## src/rtl/serial_fsm_pkg.sv

```systemverilog
// ---------------------------------------------------------------------------
// Package: serial_fsm_pkg
// Purpose: shared state type and constants for serial_pattern_detector and
//          its history shift register.
// Contents:
//   PATTERN_W_MAX     largest supported pattern length
//   ST_*              explicit state encodings
//   det_state_t       detector FSM state type (IDLE, FILL, DETECT)
// ---------------------------------------------------------------------------
package serial_fsm_pkg;

    localparam int PATTERN_W_MAX = 32;

    localparam logic [1:0] ST_IDLE   = 2'b00;
    localparam logic [1:0] ST_FILL   = 2'b01;
    localparam logic [1:0] ST_DETECT = 2'b10;

    typedef enum logic [1:0] {
        IDLE   = ST_IDLE,
        FILL   = ST_FILL,
        DETECT = ST_DETECT
    } det_state_t;

endpackage : serial_fsm_pkg

```

## src/rtl/serial_history_reg.sv

```systemverilog
// ---------------------------------------------------------------------------
// Module: serial_history_reg
// Purpose: PATTERN_W-bit shift register holding the most recent valid serial
//          bits (newest bit in bit 0). Shifts only when shift_en is high;
//          clear empties the window and takes priority over a shift.
// Ports:
//   clock     in   1          posedge clock
//   reset     in   1          synchronous, active-low
//   clear     in   1          synchronous clear (flush / non-overlap restart)
//   shift_en  in   1          shift bit_in into the window this cycle
//   bit_in    in   1          serial data bit
//   history   out  PATTERN_W  registered window
// ---------------------------------------------------------------------------
import serial_fsm_pkg::*;

module serial_history_reg #(
    parameter int PATTERN_W = 4
) (
    input  logic                 clock,
    input  logic                 reset,
    input  logic                 clear,
    input  logic                 shift_en,
    input  logic                 bit_in,
    output logic [PATTERN_W-1:0] history
);

    logic [PATTERN_W-1:0] hist_d;
    logic [PATTERN_W-1:0] hist_q;

    // NOTE: every signal written in always_comb gets a default first, so no
    // path leaves it unassigned and no latch is inferred.
    always_comb begin
        hist_d = hist_q;
        if (clear) begin
            hist_d = '0;
        end else if (shift_en) begin
            hist_d = (hist_q << 1) | PATTERN_W'(bit_in);
        end
    end

    // NOTE: state is updated with non-blocking assignments only, so every
    // flop samples the pre-edge values regardless of block ordering.
    always_ff @(posedge clock) begin
        if (!reset) begin
            hist_q <= '0;
        end else begin
            hist_q <= hist_d;
        end
    end

    assign history = hist_q;

endmodule : serial_history_reg

```

## src/rtl/serial_pattern_detector.sv

```systemverilog
// ---------------------------------------------------------------------------
// Module: serial_pattern_detector
// Purpose: detects a programmable, maskable PATTERN_W-bit sequence on a
//          valid-qualified serial line, with overlapping or non-overlapping
//          detection. pattern/mask/overlap are captured on IDLE->FILL and
//          held for the whole enabled session.
// Optional feature: define SERIAL_PATTERN_DET_COUNT_EN to add the saturating
//          match_count output.
// Ports:
//   clock         in   1          posedge clock
//   reset         in   1          synchronous, active-low
//   enable        in   1          1 = detect, 0 = idle and flush history
//   serial_valid  in   1          qualifies serial_line
//   serial_line   in   1          serial data bit
//   pattern       in   PATTERN_W  target, MSB = first bit received
//   mask          in   PATTERN_W  1 = compare bit, 0 = don't care
//   overlap       in   1          1 = overlapping detection
//   match         out  1          one-cycle pulse per detection (registered)
//   busy          out  1          state != IDLE
//   match_count   out  COUNT_W    saturating match count (macro only)
// ---------------------------------------------------------------------------
import serial_fsm_pkg::*;

module serial_pattern_detector #(
    parameter int PATTERN_W = 4,
    parameter int COUNT_W   = 8
) (
    input  logic                 clock,
    input  logic                 reset,
    input  logic                 enable,
    input  logic                 serial_valid,
    input  logic                 serial_line,
    input  logic [PATTERN_W-1:0] pattern,
    input  logic [PATTERN_W-1:0] mask,
    input  logic                 overlap,
    output logic                 match,
    output logic                 busy
`ifdef SERIAL_PATTERN_DET_COUNT_EN
    ,
    output logic [COUNT_W-1:0]   match_count
`endif
);

    localparam int FILL_W = $clog2(PATTERN_W + 1);
    localparam logic [FILL_W-1:0] FILL_FULL = FILL_W'(PATTERN_W);
    localparam logic [FILL_W-1:0] FILL_LAST = FILL_W'(PATTERN_W - 1);

    if (PATTERN_W < 2 || PATTERN_W > PATTERN_W_MAX || COUNT_W < 1) begin : g_bad_params
        $error("serial_pattern_detector: PATTERN_W must be 2..32 and COUNT_W >= 1");
    end

    det_state_t           state_d, state_q;
    logic [FILL_W-1:0]    fill_d, fill_q;
    logic [PATTERN_W-1:0] cfg_pattern_d, cfg_pattern_q;
    logic [PATTERN_W-1:0] cfg_mask_d, cfg_mask_q;
    logic                 cfg_overlap_d, cfg_overlap_q;
    logic                 match_d, match_q;

    logic [PATTERN_W-1:0] history;
    logic [PATTERN_W-1:0] next_history;
    logic                 hist_clear;
    logic                 hist_shift;
    logic                 hit;

    serial_history_reg #(
        .PATTERN_W (PATTERN_W)
    ) u_history (
        .clock    (clock),
        .reset    (reset),
        .clear    (hist_clear),
        .shift_en (hist_shift),
        .bit_in   (serial_line),
        .history  (history)
    );

    // Compare against the window as it will look after this bit, so a hit
    // is registered on the same edge that samples the completing bit.
    assign next_history = (history << 1) | PATTERN_W'(serial_line);

    always_comb begin
        state_d       = state_q;
        fill_d        = fill_q;
        cfg_pattern_d = cfg_pattern_q;
        cfg_mask_d    = cfg_mask_q;
        cfg_overlap_d = cfg_overlap_q;
        hist_clear    = 1'b0;
        hist_shift    = 1'b0;
        hit           = 1'b0;

        if (!enable) begin
            state_d    = IDLE;
            fill_d     = '0;
            hist_clear = 1'b1;
        end else begin
            unique case (state_q)
                IDLE: begin
                    state_d       = FILL;
                    fill_d        = '0;
                    cfg_pattern_d = pattern;
                    cfg_mask_d    = mask;
                    cfg_overlap_d = overlap;
                end
                FILL: begin
                    if (serial_valid) begin
                        hist_shift = 1'b1;
                        if (fill_q == FILL_LAST) begin
                            // This bit completes the window: compare now.
                            fill_d  = FILL_FULL;
                            state_d = DETECT;
                            hit     = ((next_history ^ cfg_pattern_q) & cfg_mask_q) == '0;
                        end else begin
                            fill_d = fill_q + FILL_W'(1);
                        end
                    end
                end
                DETECT: begin
                    if (serial_valid) begin
                        hist_shift = 1'b1;
                        hit        = ((next_history ^ cfg_pattern_q) & cfg_mask_q) == '0;
                    end
                end
                default: begin
                    state_d = IDLE;
                end
            endcase

            // Non-overlapping: a hit consumes the window, so the next hit
            // needs PATTERN_W fresh bits. Clear beats the shift above.
            if (hit && !cfg_overlap_q) begin
                hist_clear = 1'b1;
                fill_d     = '0;
                state_d    = FILL;
            end
        end

        match_d = hit;
    end

    always_ff @(posedge clock) begin
        if (!reset) begin
            state_q       <= IDLE;
            fill_q        <= '0;
            cfg_pattern_q <= '0;
            cfg_mask_q    <= '0;
            cfg_overlap_q <= 1'b0;
            match_q       <= 1'b0;
        end else begin
            state_q       <= state_d;
            fill_q        <= fill_d;
            cfg_pattern_q <= cfg_pattern_d;
            cfg_mask_q    <= cfg_mask_d;
            cfg_overlap_q <= cfg_overlap_d;
            match_q       <= match_d;
        end
    end

    assign match = match_q;
    assign busy  = (state_q != IDLE);

`ifdef SERIAL_PATTERN_DET_COUNT_EN
    logic [COUNT_W-1:0] count_d, count_q;

    // Counts in step with match_q so the count and the pulse appear together.
    always_comb begin
        count_d = count_q;
        if (!enable) begin
            count_d = '0;
        end else if (hit && (count_q != {COUNT_W{1'b1}})) begin
            count_d = count_q + COUNT_W'(1);
        end
    end

    always_ff @(posedge clock) begin
        if (!reset) begin
            count_q <= '0;
        end else begin
            count_q <= count_d;
        end
    end

    assign match_count = count_q;
`endif

endmodule : serial_pattern_detector

```

## config.mk

```make
export PLATFORM = sky130hd
export DESIGN_NAME = serial_pattern_detector
export DESIGN_NICKNAME = d
export VERILOG_FILES = /design/src/rtl/serial_fsm_pkg.sv /design/src/rtl/serial_history_reg.sv /design/src/rtl/serial_pattern_detector.sv
export SDC_FILE = /design/constraint.sdc
export NUM_CORES = 1
export LEC_CHECK = 0
export BUFFER_PORTS_ARGS = -buffer_cell sky130_fd_sc_hd__buf_2
export CAP_MARGIN = 40
export CORE_MARGIN = 2
export CORE_UTILIZATION = 40
export DETAILED_ROUTE_END_ITERATION = 10
export GPL_TIMING_DRIVEN = 1
export PLACE_DENSITY_LB_ADDON = 0.2
export SLEW_MARGIN = 20
export SYNTH_ARGS = -nofsm -noshare
export SYNTH_HDL_FRONTEND = slang
export SYNTH_SLANG_ARGS = --single-unit
export TNS_END_PERCENT = 1
```

## constraint.sdc

```tcl
create_clock -name clock -period 1.5 [get_ports clock]
set_input_delay 0.45 -clock clock [delete_from_list [all_inputs] [get_ports clock]]
set_output_delay 0.45 -clock clock [all_outputs]
set_load 0.005 [all_outputs]
```

==> results of run 1 <==
[routing by layer]
layer | vias to the layer above | share of wire
li1 | 405 | -
met1 | 346 | 0.46
met2 | 14 | 0.50
met3 | 2 | 0.031
met4 | 0 | 0.0064
met5 | - | 0
[area by class of cell]
class / instances / area share
Tap cell: 28 / 0.0297
Multi-Input combinational cell: 73 / 0.470
Timing Repair Buffer: 28 / 0.146
Inverter: 4 / 0.0127
Clock buffer: 4 / 0.0308
Sequential cell: 18 / 0.310
[worst register-to-register path, delay by kind of cell, from the launching register on]
family,cells,cell delay (ps)
flops,1,360
fa+ha+maj,2,340
compound gates,2,250
mux,1,220
buf+inv,1,100
simple gates,1,80
[placed cells by master, fill, tap and decap left out, types with 2 or more instances in the layout]
cell type and count:
ha_4 2, a21boi_0 9, inv_2 3, mux2i_1 5
nor3_2 6, mux2_2 2, ha_2 2, nor3b_1 2
xor2_1 4, nand2_1 14, a22oi_1 2, dfxtp_2 4
nor2_1 2, dfxtp_1 14, a21oi_1 3, buf_2 15
nand3_1 11, clkbuf_4 3, buf_4 13
[through the flow]
stage	utilization	setup TNS [ps]	setup slack, ps
CTS	0.521	-2.78	-2.78
global route	0.538	-115	-74.4
finish	0.538	0	15.9
global placement	0.488	-676	-99.6
detailed placement	0.488	-819	-120
floorplan	-	0	18.5
[sequential cells by signal, indices dropped and copies added, names as in the netlist]
signal             count
match                  1
state_q                2
cfg_mask_q             4
u_history.history      3
cfg_overlap_q          1
cfg_pattern_q          4
fill_q                 3
[cells by family (layout without fill, tap and decap cells)]
logic type,Yosys count,after routing
AO/OA/AOI/OAI,18,18
buffers and inverters,9,36
XOR/XNOR,4,4
flip-flops,18,18
multiplexers,7,7
AND/OR/NAND/NOR,39,39
adder cells (fa/ha/maj),5,5
[how the worst min path moves through the flow]
stage,startpoint,end
floorplan,cfg_mask_q[0],cfg_mask_q[0]
global placement,cfg_mask_q[1],cfg_mask_q[1]
finish,pattern[0],cfg_pattern_q[0]
detailed placement,cfg_mask_q[1],cfg_mask_q[1]
CTS,mask[0],cfg_mask_q[0]
global route,pattern[1],cfg_pattern_q[1]
[what timing repair did]
item,4_1_cts,5_1_grt
buffers inserted,2,2
setup endpoints to repair,8,9
gates resized for setup,8,8
pin swaps,7,6
[report_power, final]
group	internal [mW]	switching, mW
clock network	0.147	0.141
registers	0.495	0.00951
logic	0.0570	0.0618
total	0.700	0.212
==> impl_metrics.py, run 1 <==
metrics = {
    "logic_synthesis": {
        "netlist_area_sq_um": 918,
        "syn_nets": 119,
        "post_synth_num_cell_types": 24,
        "ys_top_cells_by_area": "dfxtp_1, a21boi_0, ha_1, nor3_2, nand3_1",
        "yosysTopAreaCell": "dfxtp_1",
        "synth_compound_area_frac": 0.132,
        "synth-xor-area-share": 0.0381,
        "synth-simple-area-share": 0.244,
        "synth_edf_count": 0,
        "synth.most_common_cell": "dfxtp_1",
        "ys.warnings.count": 0,
        "synth_top_area_share": 0.392,
        "synth_top_family_by_area": "simple AND/OR/NAND/NOR gates",
        "synthTopCellsByCount": "dfxtp_1, nand2_1, nand3_1, a21boi_0, nor3_2",
        "seq_area_frac_synth": 0.392,
        "syn_inst": 100,
        "synth_ff_type": "dfxtp_1",
        "postSynthAreaPerCell_sq_um": 9.18,
        "synthArstFlopShare": 0,
        "yosys.area_share.adder": 0.0681,
        "ys_seq_elements": 18,
        "synth.mux.area_fraction": 0.0790,
    },
    "place": {
        "dpl.hpwl_microns": 1410,
        "placed_cell_area_sq_um": 1070,
        "placedCellCount": 147,
        "routabilityCongestion": 0.695,
        "port_buffers": 15,
    },
    "sta": {
        "fin_crit_sh": 0.989,
        "fin_crit_ps": 1480,
        "tightest_slew_ps": 459,
        "fmax_mhz": 674,
        "finalSetupViolations": 0,
        "skew_ps": 7.21,
        "hold_viol_final": 0,
        "slew_headroom": 0.693,
        "slew_violations": 0,
        "hold_slack_ps": 415,
    },
    "die": {
        "die_w_microns": 51.9,
        "num_rows": 17,
        "fp.dieH_microns": 51.9,
        "die-area_sq_um": 2700,
        "core_area_sq_um": 2190,
        "start_util": 0.419,
        "num_io_pins": 16,
    },
    "layout": {
        "area_growth_pct": 28.3,
        "fin_nets": 147,
        "seq_area_sq_um": 365,
        "n_antenna_cell": 0,
        "drive_above_1_share": 0.425,
        "multi_input_comb_area_sq_um": 554,
        "final_cell_area_sq_um": 1180,
        "fin_cells": 155,
        "n_fill_cell": 208,
    },
    "grt": {
        "use_met1": 0.204,
        "grt_util_met3": 0.0259,
        "grt_pass1_wl_microns": 3320,
        "use_met2": 0.289,
        "grt-busiest-layer": "met2",
        "overflow": 0,
        "gr-usage-all-layers": 0.161,
        "grt_pass1_vias": 778,
        "grt_max_degree": 11,
        "antenna_found_initial": 0,
    },
    "min_path": {
        "hold_class": "input port to register",
        "min_path_cells": 3,
    },
    "critical_path": {
        "path_depth": 7,
        "worstSetupEndpointType": "register",
        "cp.arrival_ps": 1630,
        "crit_chain": "ha_2, ha_4, buf_4, nand2_1, a21oi_2, mux2i_1, a21oi_1",
        "cp_top_family": "flip-flops",
        "critPathKind": "register to register",
        "endpoint": "state_q[0]",
        "cpMaxStageDelayCell": "dfxtp_2",
        "reg2reg_slack_ps": 20,
        "critPathLaunchType": "register",
        "r2r_end": "state_q[0]",
        "r2r-start": "fill_q[1]",
        "cpPeakStageDelay_ps": 360,
        "cp_max_fo": 3,
        "r2r_cells": 7,
        "cp-startpoint": "fill_q[1]",
        "required_ps": 1650,
        "cp_num_buf_inv": 1,
    },
    "detailed_routing": {
        "vias": 767,
        "drt_wl_total_microns": 1880,
        "avgRoutedWirePerCell_microns": 12.1,
        "drc_errors": 0,
        "via_per_inst": 4.95,
        "drt-pass1-iter-count": 4,
        "detail-route-antenna-nets": 0,
        "drtIter0Drc": 8,
    },
    "clock_network": {
        "cts_tree": "built",
        "clkSlewWorstSetupHoldPaths_ps": 100,
        "htree_levels": 1,
        "cts_buffer_depth": 2,
        "cts_buffers": 3,
        "clk_latency_ps": 280,
        "postCtsHoldBufs": 0,
        "cts.sinks": 18,
        "root_buffer": "clkbuf_4",
    },
    "status": {
        "status": "finished clean",
    },
    "power": {
        "leakage_nw": 0.506,
        "ir_drop_mv": 0.747,
        "p_total_mw": 0.912,
        "powerDensity_nw_per_um2": 773,
    },
    "job": {
        "max_cap_violations": 0,
    },
}
No activity file was read; power rests on OpenSTA's default activity.
==> run 2, diff against run 1 <==
--- a/config.mk
+++ b/config.mk
@@ -7,6 +7,7 @@
 export LEC_CHECK = 0
 export BUFFER_PORTS_ARGS = -buffer_cell sky130_fd_sc_hd__buf_2
 export CAP_MARGIN = 40
+export CORE_ASPECT_RATIO = 1.1
 export CORE_MARGIN = 2
 export CORE_UTILIZATION = 40
 export DETAILED_ROUTE_END_ITERATION = 10
==> impl_metrics.py, run 2 (same netlist as run 1, synthesis figures left out) <==
metrics = {
    "sta": {
        "hold_slack_ps": 413,
        "skew_ps": 1.96,
        "fin_crit_sh": 0.974,
        "hold_viol_final": 0,
        "finalSetupViolations": 0,
        "slew_headroom": 0.686,
        "fmax_mhz": 685,
        "fin_ws_ps": 39.5,
        "fin_crit_ps": 1460,
        "slew_violations": 0,
        "tns_ps": 0,
        "tightest_slew_ps": 469,
    },
    "clock_network": {
        "cts_buffer_depth": 2,
        "clkSlewWorstSetupHoldPaths_ps": 100,
        "htree_levels": 1,
        "cts.sinks": 18,
        "clk_latency_ps": 280,
        "root_buffer": "clkbuf_4",
        "cts_tree": "built",
        "cts_buffers": 3,
    },
    "die": {
        "die_w_microns": 49.7,
        "fp.dieH_microns": 54.3,
        "core_area_sq_um": 2210,
        "num_io_pins": 16,
        "num_rows": 18,
        "start_util": 0.416,
        "die-area_sq_um": 2700,
    },
    "critical_path": {
        "required_ps": 1710,
        "cp_num_buf_inv": 0,
        "critPathLaunchType": "register",
        "cpMaxStageDelayCell": "dfxtp_2",
        "cp_top_family": "simple AND/OR/NAND/NOR gates",
        "worstSetupEndpointType": "register",
        "crit_chain": "ha_2, ha_2, o211ai_1, nor2_1, and3_4, nor3_2",
        "cpPeakStageDelay_ps": 340,
        "critPathKind": "register to register",
        "cp_max_fo": 7,
        "critical_path.most_common_cell": "ha_2",
        "cp.arrival_ps": 1670,
    },
    "power": {
        "p_clk_frac": 0.268,
        "internal_power_mw": 0.650,
        "leakage_nw": 0.510,
        "p_sw_mw": 0.210,
        "seqPwrFrac": 0.587,
        "sw_frac_of_total": 0.244,
        "p_comb_frac": 0.144,
        "powerDensity_nw_per_um2": 731,
        "ir_drop_mv": 0.515,
    },
    "grt": {
        "overflow": 0,
        "grt_pass1_wl_microns": 3090,
        "antenna_found_initial": 0,
        "grt_max_degree": 11,
        "grt_pass1_vias": 742,
        "gr-usage-all-layers": 0.153,
    },
    "layout": {
        "reg_top3": "cfg_mask_q (4), cfg_pattern_q (4)",
        "n_antenna_cell": 0,
        "n_fill_cell": 236,
        "multi_input_comb_area_sq_um": 541,
        "final_cell_area_sq_um": 1180,
        "fin_util": 0.533,
        "seq_area_sq_um": 365,
        "area_growth_pct": 28.1,
        "mostFrequentLayoutCell": "buf_4",
        "layout_common_cells": "buf_4, buf_2, nand2_1, dfxtp_1, nand3_1",
        "fin_nets": 150,
        "drive_above_1_share": 0.426,
    },
    "detailed_routing": {
        "drtIter0Drc": 13,
        "avgRoutedWirePerCell_microns": 11.6,
        "vias": 758,
        "drt_wl_total_microns": 1850,
        "drc_errors": 0,
        "detail-route-antenna-nets": 0,
        "drt-pass1-iter-count": 4,
        "via_per_inst": 4.77,
    },
    "place": {
        "routabilityCongestion": 0.692,
        "placed_cell_area_sq_um": 1090,
        "pre_cts_ws_ps": -132,
        "dpl.hpwl_microns": 1380,
        "port_buffers": 15,
    },
    "status": {
        "status": "finished clean",
    },
    "min_path": {
        "hold_class": "input port to register",
    },
    "job": {
        "max_cap_violations": 0,
    },
}
run 2: cell count changes in the layout (fill, tap and decap cells not counted), sizes merged:
cell,delta
buf,+3
clkbuf,-1
run 2: through the flow:
| stage | power (mW) | std cells |
|---|---|---|
| 2_1_floorplan | 0.579 | 100 |
| 3_3_place_gp | 0.629 | 151 |
| 3_5_place_dp | 0.631 | 151 |
| 4_1_cts | 0.862 | 154 |
| 5_1_grt | 0.910 | 159 |
| 6_report | 0.860 | 159 |
run 2: final timing paths:
path / from / end / slack [ps] / cells past startpoint
worst max-delay path: fill_q[0] / fill_q[0] / 40 / 6
worst min register to register: cfg_mask_q[1] / cfg_mask_q[1] / 470 / 2
worst min-delay path: mask[1] / cfg_mask_q[1] / 410 / 3
worst max register to register: fill_q[0] / fill_q[0] / 40 / 6
run 2: power by group through the flow:
stage / combinational (mW) / clock [mW] / sequential [mW]
floorplan: 0.0650 / 0 / 0.514
global placement: 0.114 / 0 / 0.515
detailed placement: 0.115 / 0 / 0.516
CTS: 0.120 / 0.237 / 0.505
global route: 0.139 / 0.263 / 0.507
finish: 0.124 / 0.231 / 0.505
run 2: worst register-to-register path: stages, from the launching register on:
cell and delay [ps]:
dfxtp_2 340, ha_2 170, ha_2 190, o211ai_1 240
nor2_1 100, and3_4 240, nor3_2 110
run 2: layout make-up:
class                   instances  share of cell area
clock buffers                   3              0.0191
inverters                       4              0.0128
multi-input cells              73               0.460
flip-flops and latches         18               0.311
well taps                      30              0.0319
repair buffers                 31               0.166
run 2: metal layers:
| metal | share of wire | wire length [microns] | track usage | up-vias |
|---|---|---|---|---|
| met2 | 0.51 | 949 | 0.280 | 11 |
| met5 | 0 | 0 | 0 | - |
| li1 | - | - | - | 408 |
| met3 | 0.027 | 50 | 0.0191 | 2 |
| met4 | 0.0087 | 16 | 0.0833 | 0 |
| met1 | 0.45 | 830 | 0.179 | 337 |
run 2: what timing repair did:
item / in CTS / in global routing
hold buffers: 0 / 0
buffers inserted: 0 / 5
resized for setup: 6 / 8
pin swaps: 0 / 11
endpoints found under the setup margin: 8 / 9
